File: config.mk
export PLATFORM = sky130hd
export DESIGN_NAME = impact_sram_ctrl_flat
export DESIGN_NICKNAME = d
export VERILOG_FILES = /design/src/rtl/impact_sram_ctrl_if.sv /design/src/rtl/impact_sram_ctrl.sv /design/src/flat_wrapper.sv
export SDC_FILE = /design/constraint.sdc
export NUM_CORES = 1
export LEC_CHECK = 0
export ABC_AREA = 1
export BUFFER_PORTS_ARGS = -buffer_cell sky130_fd_sc_hd__clkbuf_2
export CAP_MARGIN = 20
export CORE_MARGIN = 2
export CORE_UTILIZATION = 52
export DETAILED_ROUTE_END_ITERATION = 10
export MAX_ROUTING_LAYER = met4
export PLACE_DENSITY = 0.84
export SLEW_MARGIN = 25
export SYNTH_ARGS = -nofsm -noshare
export SYNTH_HDL_FRONTEND = slang
export SYNTH_SLANG_ARGS = --single-unit
File: constraint.sdc
create_clock -name wb_clk_i -period 2.2 [get_ports wb_clk_i]
set_input_delay 0.55 -clock wb_clk_i [delete_from_list [all_inputs] [get_ports wb_clk_i]]
set_output_delay 0.55 -clock wb_clk_i [all_outputs]
set_load 0.01 [all_outputs]
File: src/rtl/impact_sram_ctrl_if.sv
// Host-side request/response bus of the IMPACT SRAM controller.
// The master issues single-word read/write requests and the slave
// (the controller) returns read data with a one-cycle strobe.
interface impact_sram_ctrl_if;
    logic        req_valid;
    logic        req_ready;
    logic        req_we;
    logic [4:0]  req_addr;
    logic [31:0] req_wdata;
    logic        rsp_valid;
    logic [31:0] rsp_rdata;
    logic        rsp_err;
    logic        busy;

    // Host side: drives requests, observes handshake and read results
    modport master (
        output req_valid,
        output req_we,
        output req_addr,
        output req_wdata,
        input  req_ready,
        input  rsp_valid,
        input  rsp_rdata,
        input  rsp_err,
        input  busy
    );

    // Controller side: consumes requests, produces handshake and read results
    modport slave (
        input  req_valid,
        input  req_we,
        input  req_addr,
        input  req_wdata,
        output req_ready,
        output rsp_valid,
        output rsp_rdata,
        output rsp_err,
        output busy
    );
endinterface

File: src/rtl/impact_sram_ctrl.sv
// IMPACT SRAM array controller.
// Sequences one access at a time through precharge, wordline access,
// sense (reads only) and recovery. Every array-side output is a flop that
// is loaded on the edge that enters the phase it belongs to, so the array
// never sees combinational glitches from the state decode.
module impact_sram_ctrl #(
    parameter int PRE_CYCLES = 2,
    parameter int WL_CYCLES  = 2
) (
    input  logic                 wb_clk_i,
    input  logic                 wb_rst_n,
    impact_sram_ctrl_if.slave    bus,
    output logic [31:0]          wl,
    output logic                 pre_en,
    output logic                 bl_oe,
    output logic [31:0]          bl_out,
    output logic [31:0]          blb_out,
    input  logic [31:0]          bl_in,
    input  logic [31:0]          blb_in
);

    typedef enum logic [2:0] {
        IDLE      = 3'd0,
        PRECHARGE = 3'd1,
        ACCESS    = 3'd2,
        SENSE     = 3'd3,
        RECOVER   = 3'd4
    } state_t;

    // Terminal counts: the phase counter runs 0..N-1 inside a phase
    localparam logic [3:0] PRE_LAST = 4'(PRE_CYCLES - 1);
    localparam logic [3:0] WL_LAST  = 4'(WL_CYCLES - 1);

    state_t      state;
    logic [3:0]  phase_cnt;

    logic        we_q;
    logic [4:0]  addr_q;
    logic [31:0] wdata_q;

    logic        ready_q;
    logic        rsp_valid_q;
    logic [31:0] rsp_rdata_q;
    logic        rsp_err_q;

    logic [31:0] wl_onehot;

    // Wordline decode of the captured row; loaded into wl on ACCESS entry
    assign wl_onehot = 32'd1 << addr_q;

    assign bus.req_ready = ready_q;
    assign bus.busy      = ~ready_q;
    assign bus.rsp_valid = rsp_valid_q;
    assign bus.rsp_rdata = rsp_rdata_q;
    assign bus.rsp_err   = rsp_err_q;

    // Access sequencer: state, phase counter, request capture and all registered outputs
    always_ff @(posedge wb_clk_i) begin
        if (!wb_rst_n) begin
            state       <= IDLE;
            phase_cnt   <= 4'd0;
            we_q        <= 1'b0;
            addr_q      <= 5'd0;
            wdata_q     <= 32'd0;
            ready_q     <= 1'b1;
            rsp_valid_q <= 1'b0;
            rsp_rdata_q <= 32'd0;
            rsp_err_q   <= 1'b0;
            wl          <= 32'd0;
            pre_en      <= 1'b0;
            bl_oe       <= 1'b0;
            bl_out      <= 32'd0;
            blb_out     <= 32'd0;
        end else begin
            rsp_valid_q <= 1'b0;
            case (state)
                IDLE: begin
                    if (bus.req_valid && ready_q) begin
                        we_q      <= bus.req_we;
                        addr_q    <= bus.req_addr;
                        wdata_q   <= bus.req_wdata;
                        ready_q   <= 1'b0;
                        pre_en    <= 1'b1;
                        phase_cnt <= 4'd0;
                        state     <= PRECHARGE;
                    end
                end

                PRECHARGE: begin
                    if (phase_cnt == PRE_LAST) begin
                        phase_cnt <= 4'd0;
                        pre_en    <= 1'b0;
                        wl        <= wl_onehot;
                        if (we_q) begin
                            bl_oe   <= 1'b1;
                            bl_out  <= wdata_q;
                            blb_out <= ~wdata_q;
                        end
                        state <= ACCESS;
                    end else begin
                        phase_cnt <= phase_cnt + 4'd1;
                    end
                end

                ACCESS: begin
                    if (phase_cnt == WL_LAST) begin
                        phase_cnt <= 4'd0;
                        wl        <= 32'd0;
                        bl_oe     <= 1'b0;
                        bl_out    <= 32'd0;
                        blb_out   <= 32'd0;
                        state     <= we_q ? RECOVER : SENSE;
                    end else begin
                        phase_cnt <= phase_cnt + 4'd1;
                    end
                end

                SENSE: begin
                    // A cell drives exactly one of the pair low; equal rails mean a sense fault
                    rsp_rdata_q <= bl_in & ~blb_in;
                    rsp_err_q   <= |(bl_in ~^ blb_in);
                    rsp_valid_q <= 1'b1;
                    state       <= RECOVER;
                end

                RECOVER: begin
                    ready_q <= 1'b1;
                    state   <= IDLE;
                end

                default: begin
                    phase_cnt <= 4'd0;
                    wl        <= 32'd0;
                    pre_en    <= 1'b0;
                    bl_oe     <= 1'b0;
                    bl_out    <= 32'd0;
                    blb_out   <= 32'd0;
                    ready_q   <= 1'b1;
                    state     <= IDLE;
                end
            endcase
        end
    end

endmodule

File: src/flat_wrapper.sv
// flat-port wrapper written by rule: the top's interface ports become plain ports
module impact_sram_ctrl_flat 
#(
    parameter int PRE_CYCLES = 2,
    parameter int WL_CYCLES  = 2
)
  (wb_clk_i, wb_rst_n, wl, pre_en, bl_oe, bl_out, blb_out, bl_in, blb_in, bus_req_valid, bus_req_we, bus_req_addr, bus_req_wdata, bus_req_ready, bus_rsp_valid, bus_rsp_rdata, bus_rsp_err, bus_busy);
  impact_sram_ctrl_if bus_i ();
  input  logic wb_clk_i;
  input  logic wb_rst_n;
  output logic [31:0] wl;
  output logic pre_en;
  output logic bl_oe;
  output logic [31:0] bl_out;
  output logic [31:0] blb_out;
  input  logic [31:0] bl_in;
  input  logic [31:0] blb_in;
  input wire logic [$bits(bus_i.req_valid)-1:0] bus_req_valid;
  input wire logic [$bits(bus_i.req_we)-1:0] bus_req_we;
  input wire logic [$bits(bus_i.req_addr)-1:0] bus_req_addr;
  input wire logic [$bits(bus_i.req_wdata)-1:0] bus_req_wdata;
  output wire logic [$bits(bus_i.req_ready)-1:0] bus_req_ready;
  output wire logic [$bits(bus_i.rsp_valid)-1:0] bus_rsp_valid;
  output wire logic [$bits(bus_i.rsp_rdata)-1:0] bus_rsp_rdata;
  output wire logic [$bits(bus_i.rsp_err)-1:0] bus_rsp_err;
  output wire logic [$bits(bus_i.busy)-1:0] bus_busy;
  assign bus_i.req_valid = bus_req_valid;
  assign bus_i.req_we = bus_req_we;
  assign bus_i.req_addr = bus_req_addr;
  assign bus_i.req_wdata = bus_req_wdata;
  assign bus_req_ready = bus_i.req_ready;
  assign bus_rsp_valid = bus_i.rsp_valid;
  assign bus_rsp_rdata = bus_i.rsp_rdata;
  assign bus_rsp_err = bus_i.rsp_err;
  assign bus_busy = bus_i.busy;
  impact_sram_ctrl #(.PRE_CYCLES(PRE_CYCLES), .WL_CYCLES(WL_CYCLES)) u_core (.wb_clk_i(wb_clk_i), .wb_rst_n(wb_rst_n), .bus(bus_i), .wl(wl), .pre_en(pre_en), .bl_oe(bl_oe), .bl_out(bl_out), .blb_out(blb_out), .bl_in(bl_in), .blb_in(blb_in));
endmodule
Word-level counts from Yosys, hierarchy flattened
Cells that the tools add are included.

Register bits after elaboration: 178. Latch bits: 0. RAM bits: 0. Memory bits (read-only): 0. Input bits: 105. Output and inout bits: 134. Word-level logic and storage cells: 75. Memories kept: 0.

$add $sub $neg: 1. $mul: 0. Divide/modulo/power cells: 0. $lt $le $gt $ge: 0. Eq/ne operators: 9. Shift-type cells: 1. Multiplexer cells: 26. Bitwise operators: 9. Reductions and logical operators: 15.

Operators with widths (count): 32-bit one-hot mux with 3 select lines (3); 32-bit 2-to-1 mux (6); 32-bit NOT (2); 32-bit AND (1); 32-bit OR reduction (1); 1-bit by 5-bit left shift with 32-bit output (first input constant) (1); 32-bit XNOR (1); 3-bit 2-to-1 mux (4); 3-bit one-hot mux with 4 select lines (1); 4-bit one-hot mux with 3 select lines (1); 3-bit AND reduction (3); 3-bit OR reduction (3); 4-bit 2-to-1 mux (2); 2-bit by 1-bit inequality test with 1-bit output (second input constant) (4); 3-bit by 2-bit equality test with 1-bit output (second input constant) (2); 1-bit 2-to-1 mux (6); 1-bit one-hot mux with 3 select lines (2); 2-bit AND reduction (3); 1-bit NOT (5); 4-bit by 1-bit adder with 4-bit output (second input constant) (1); 4-bit by 1-bit equality test with 1-bit output (second input constant) (1); 4-bit AND reduction (1); 2-bit OR reduction (2); 3-bit by 1-bit equality test with 1-bit output (second input constant) (1); other kinds (4) (4).

Longest topological paths before layout
Depth after elaboration: 4. Gate-level depth with buffers: 11. Mapped depth without buffers: 9.

Worst setup path before layout
No wires, ideal clock.

Path type: reg-to-reg. Start: register u_core.phase_cnt[0]. End: register u_core.blb_out[22]. Library setup time: 0.113 ns. Data arrival time: 1.450 ns. Required time: 2.087 ns. Setup slack: 0.637 ns. Cell stages (with the launch flop): 11. Buffers on the path: 2. Clock period less this slack: 1.563 ns. Path through: dfxtp_1 -> ha_1 -> nand3_1 -> nand2_2 -> nand2_1 -> nor2_2 -> buf_6 -> buf_6 -> nand2_1 -> nand2_1 -> nor2_1.

Cells in the longest elaborated chain, start to end: 3. Elaborated cells on any way between the ends: 4. Classes of those cells: 3 x eq/ne; 1 x reduce/logical.

RTL lines: from (decl) (RTL line impact_sram_ctrl.sv:35) `logic [3:0] phase_cnt;`; from (signal assigned) (RTL line impact_sram_ctrl.sv:101) `phase_cnt <= phase_cnt + 4'd1;`; from (signal assigned) (RTL line impact_sram_ctrl.sv:114) `phase_cnt <= phase_cnt + 4'd1;`; 4-bit by 1-bit equality test with 1-bit output (*) (RTL line impact_sram_ctrl.sv:90, impact_sram_ctrl.sv:106); 2-bit by 1-bit inequality test with 1-bit output (no source line); 4-bit AND reduction (no source line) (*); to (signal assigned) (RTL line impact_sram_ctrl.sv:97) `blb_out <= ~wdata_q;`; to (decl) (RTL line impact_sram_ctrl.sv:17) `output logic [31:0] blb_out,`.

Every way passes the cells marked *; elsewhere a longest branch is shown, timed or not. A chain may end at the register's enable or synchronous reset.

Worst setup path after layout
Start: register u_core.phase_cnt[0]. End: register u_core.blb_out[17].

Same word-level chain as after synthesis.

==> out/qor.yml <==
cts_buffers: 17
grt_antenna_before_repair: 0
synth_area_mm2: 0.00791
power_leakage_nw: 5.02
grt_util_all_layers_pct: 23.3
num_io_pins: 239
regArea_mm2: 0.00356
cp_data_required_time_ns: 2.52
placeableCoreArea_mm2: 0.0150
ys_top_cells_by_count: "nand2_1, nor2_1, dfxtp_1"
avg_synthesized_cell_area_um2: 6.78
shortest_period_the_worst_path_allows_ns: 1.78
critPathArrivalTime_ns: 2.11
finalSetupViolations: 0
synth-edff-count: 0
tritoncts: "yes"
postSynth.topFlopCell: "dfxtp_1"
postcts_setup_bufs: 0
final.fill_count: 1333
fmaxAchievable_ghz: 0.560
critPathBufInv: 1
grt_first_pass_wirelength_um: 30200
stdcell_area_mm2: 0.00974
critPathSlowestCell: "dfxtp_1"
clock-sinks: 178
timing.max_slew.rel_slack_pct: 56.5
synth-seq-cells: 178
initial_utilization_pct: 52.6
design.die.area_mm2: 0.0162
ctsRootBufferMaster: "clkbuf_16"
nNetsFinal: 1512
worstSkewPairLatency_ns: 0.42
synth_sequential_area_ratio_pct: 45.0
post-synth-top-area-fraction_pct: 45.0
wl_per_cell_um: 11.7
number_of_h_tree_levels: 4
detail_route.first_pass.iterations: 8
synth.area.top_cells: "dfxtp_1, nand2_1, nor2_1"
most_frequently_used_cell_type_in_the_post_synthesis_netlist: "nand2_1"
cp-end-kind: "flop"
route.detailed.drc: 0
antenna-diode-count: 0
pwr-share-seq_pct: 36.7
wirelength_um: 18400
via_per_inst: 4.83
p_int_mw: 8.41
maximum_buffer_depth_of_the_clock_tree: 2
comb_power_share_pct: 42.8
drt_iter0_markers: 526
hpwlAfterDp_um: 13000
clock_power_share_pct: 20.5
critPathTopFamily: "simple AND/OR/NAND/NOR gates"
multi_input_area_mm2: 0.00358
yosys_warning_total: 0
first_global_vias: 6776
most_used_cell_cp: "nand2_1"
maximum_number_of_pins_on_one_net_before_global_route_repair: 78
ys_async_sr_fraction_pct: 0
netlist-cell-type-count: 23
number_of_hold_violations_in_the_final_report: 0
post_cts.resized_instances: 0
ant_nets: 0
clkSlewWorstSetupHoldPaths_ns: 0.07
max-vdd-ir-drop_mv: 0.615
crit_path_max_fanout: 44
globalRouteOverflowTotal: 0
finish.cell_count_without_fillers: 1574
drv_cap: 0
switchingPower_mw: 5.79
p_sw_share_pct: 40.8
placementRows: 45
grt_setup_unrepaired: "no"
status: "completed"
critPathLaunchType: "flop"
syn_to_final_growth_pct: 23.1
timing.clock.skew_ns: 0.00823
place.detailed.instances: 1542
routabilityCongestion: 0.877
post_route_cells_drive_above_1_share_pct: 21.3
final_clock_period_utilization_by_the_worst_path_pct: 81.1
synthesized_net_count: 1306
syn_inst: 1167
power.total_mw: 14.2
cts_hold_buffers: 0
cp_slowest_stage_delay_ns: 0.40
report.final.slew_viol_count: 0
path_cells: "ha_1 -> nand3_1 -> nand2_2 -> nand2_1 -> nor2_4 -> buf_12 -> nand2_1 -> nand2_1 -> nor2_1"
worst_slew_pin_tran_ns: 0.653
power-per-cell-area_mw_per_mm2: 1460
synth_area_leader_cell: "dfxtp_1"
die-width_um: 127
worst_hold_path_type: "in -> reg"
num_vias: 7603
final.hold.worst_slack_ns: 0.409
die_height_um: 127
placement.cell_area_mm2: 0.00917
io_buffers: 238
finalSetupTns_ns: 0
critical_path_class: "reg -> reg"
## power by group through the flow
stage / registers, mW / logic [mW] / clock network, mW
2_1_floorplan: 5.64 / 3.89 / 0
3_3_place_gp: 5.23 / 5.97 / 0
3_5_place_dp: 5.27 / 6.10 / 0
4_1_cts: 5.21 / 6.15 / 2.96
5_1_grt: 5.35 / 7.01 / 3.08
6_report: 5.21 / 6.08 / 2.91
## registers in the layout, summed over array words and instances (netlist names), 3 cells and up
name and count:
u_core.addr_q 5, u_core.bl_out 32, u_core.blb_out 32, u_core.bus.rsp_rdata 32, u_core.phase_cnt 4, u_core.state 3, u_core.wdata_q 32, u_core.wl 32
## final timing paths
kind                                                        from                                to  slack [ns]  cells after the start
worst max-delay path            u_core.phase_cnt[0]$_SDFFE_PN0P_   u_core.blb_out[17]$_SDFFE_PN0P_        0.42                      9
worst min register to register  u_core.phase_cnt[3]$_SDFFE_PN0P_  u_core.phase_cnt[3]$_SDFFE_PN0P_        0.46                      2
worst max register to register  u_core.phase_cnt[0]$_SDFFE_PN0P_   u_core.blb_out[17]$_SDFFE_PN0P_        0.42                      9
worst min-delay path                             bus_req_addr[4]     u_core.addr_q[4]$_SDFFE_PN0P_        0.41                      3
## worst min-delay path, stage by stage
cell,delay [ns]
clkbuf_2,0.07
o21ai_0,0.07
a21oi_1,0.10
## layer usage
metal	routed length (um)	vias up	track usage, %
met5	0	-	-
met4	371	0	8.47
met3	1050	29	4.77
met2	8690	223	37.8
met1	8240	3398	28.8
li1	-	3953	-
## layout make-up
type | count | share of cell area (%)
clock buffers | 21 | 4.83
flip-flops and latches | 178 | 36.6
clock inverters | 11 | 1.05
multi-input cells | 808 | 36.8
well taps | 188 | 2.41
repair buffers | 250 | 13.8
inverters | 118 | 4.55
## cell usage in the layout, fill, tap and decap left out
master / count
nor2_1: 272
inv_2: 5
buf_4: 8
clkbuf_8: 3
a21oi_1: 43
nand3_1: 18
nand2_2: 1
nor2_2: 2
bufinv_16: 1
inv_1: 112
o21ai_0: 75
clkinv_1: 1
o21a_1: 1
inv_6: 2
nand3_2: 1
clkbuf_16: 17
nand2_4: 1
nand2_1: 348
nor3_1: 1
nand4_1: 4
buf_12: 5
clkbuf_2: 237
dfxtp_1: 178
ha_1: 34
clkinv_4: 4
clkinv_2: 4
nor2_4: 4
clkbuf_1: 1
xor2_1: 2
or2_1: 1
## through the flow
step / util, % / setup WS [ns]
finish: 64.8 / 0.415
global route: 64.8 / 0.205
floorplan: - / 0.637
detailed placement: 61.0 / 0.411
global placement: 61.0 / 0.479
CTS: 64.8 / 0.398
## cells by family after synthesis
| kind of cell | share of synthesized area, % |
|---|---|
| xor gates and xnor gates | 0.221 |
| buffers and inverters | 9.87 |
| DFF | 45.0 |
| adders and majority gates | 5.38 |
| and+or+nand+nor | 32.0 |
| AOI/OAI and AO/OA | 7.56 |
(Power assumes the default switching activity.)
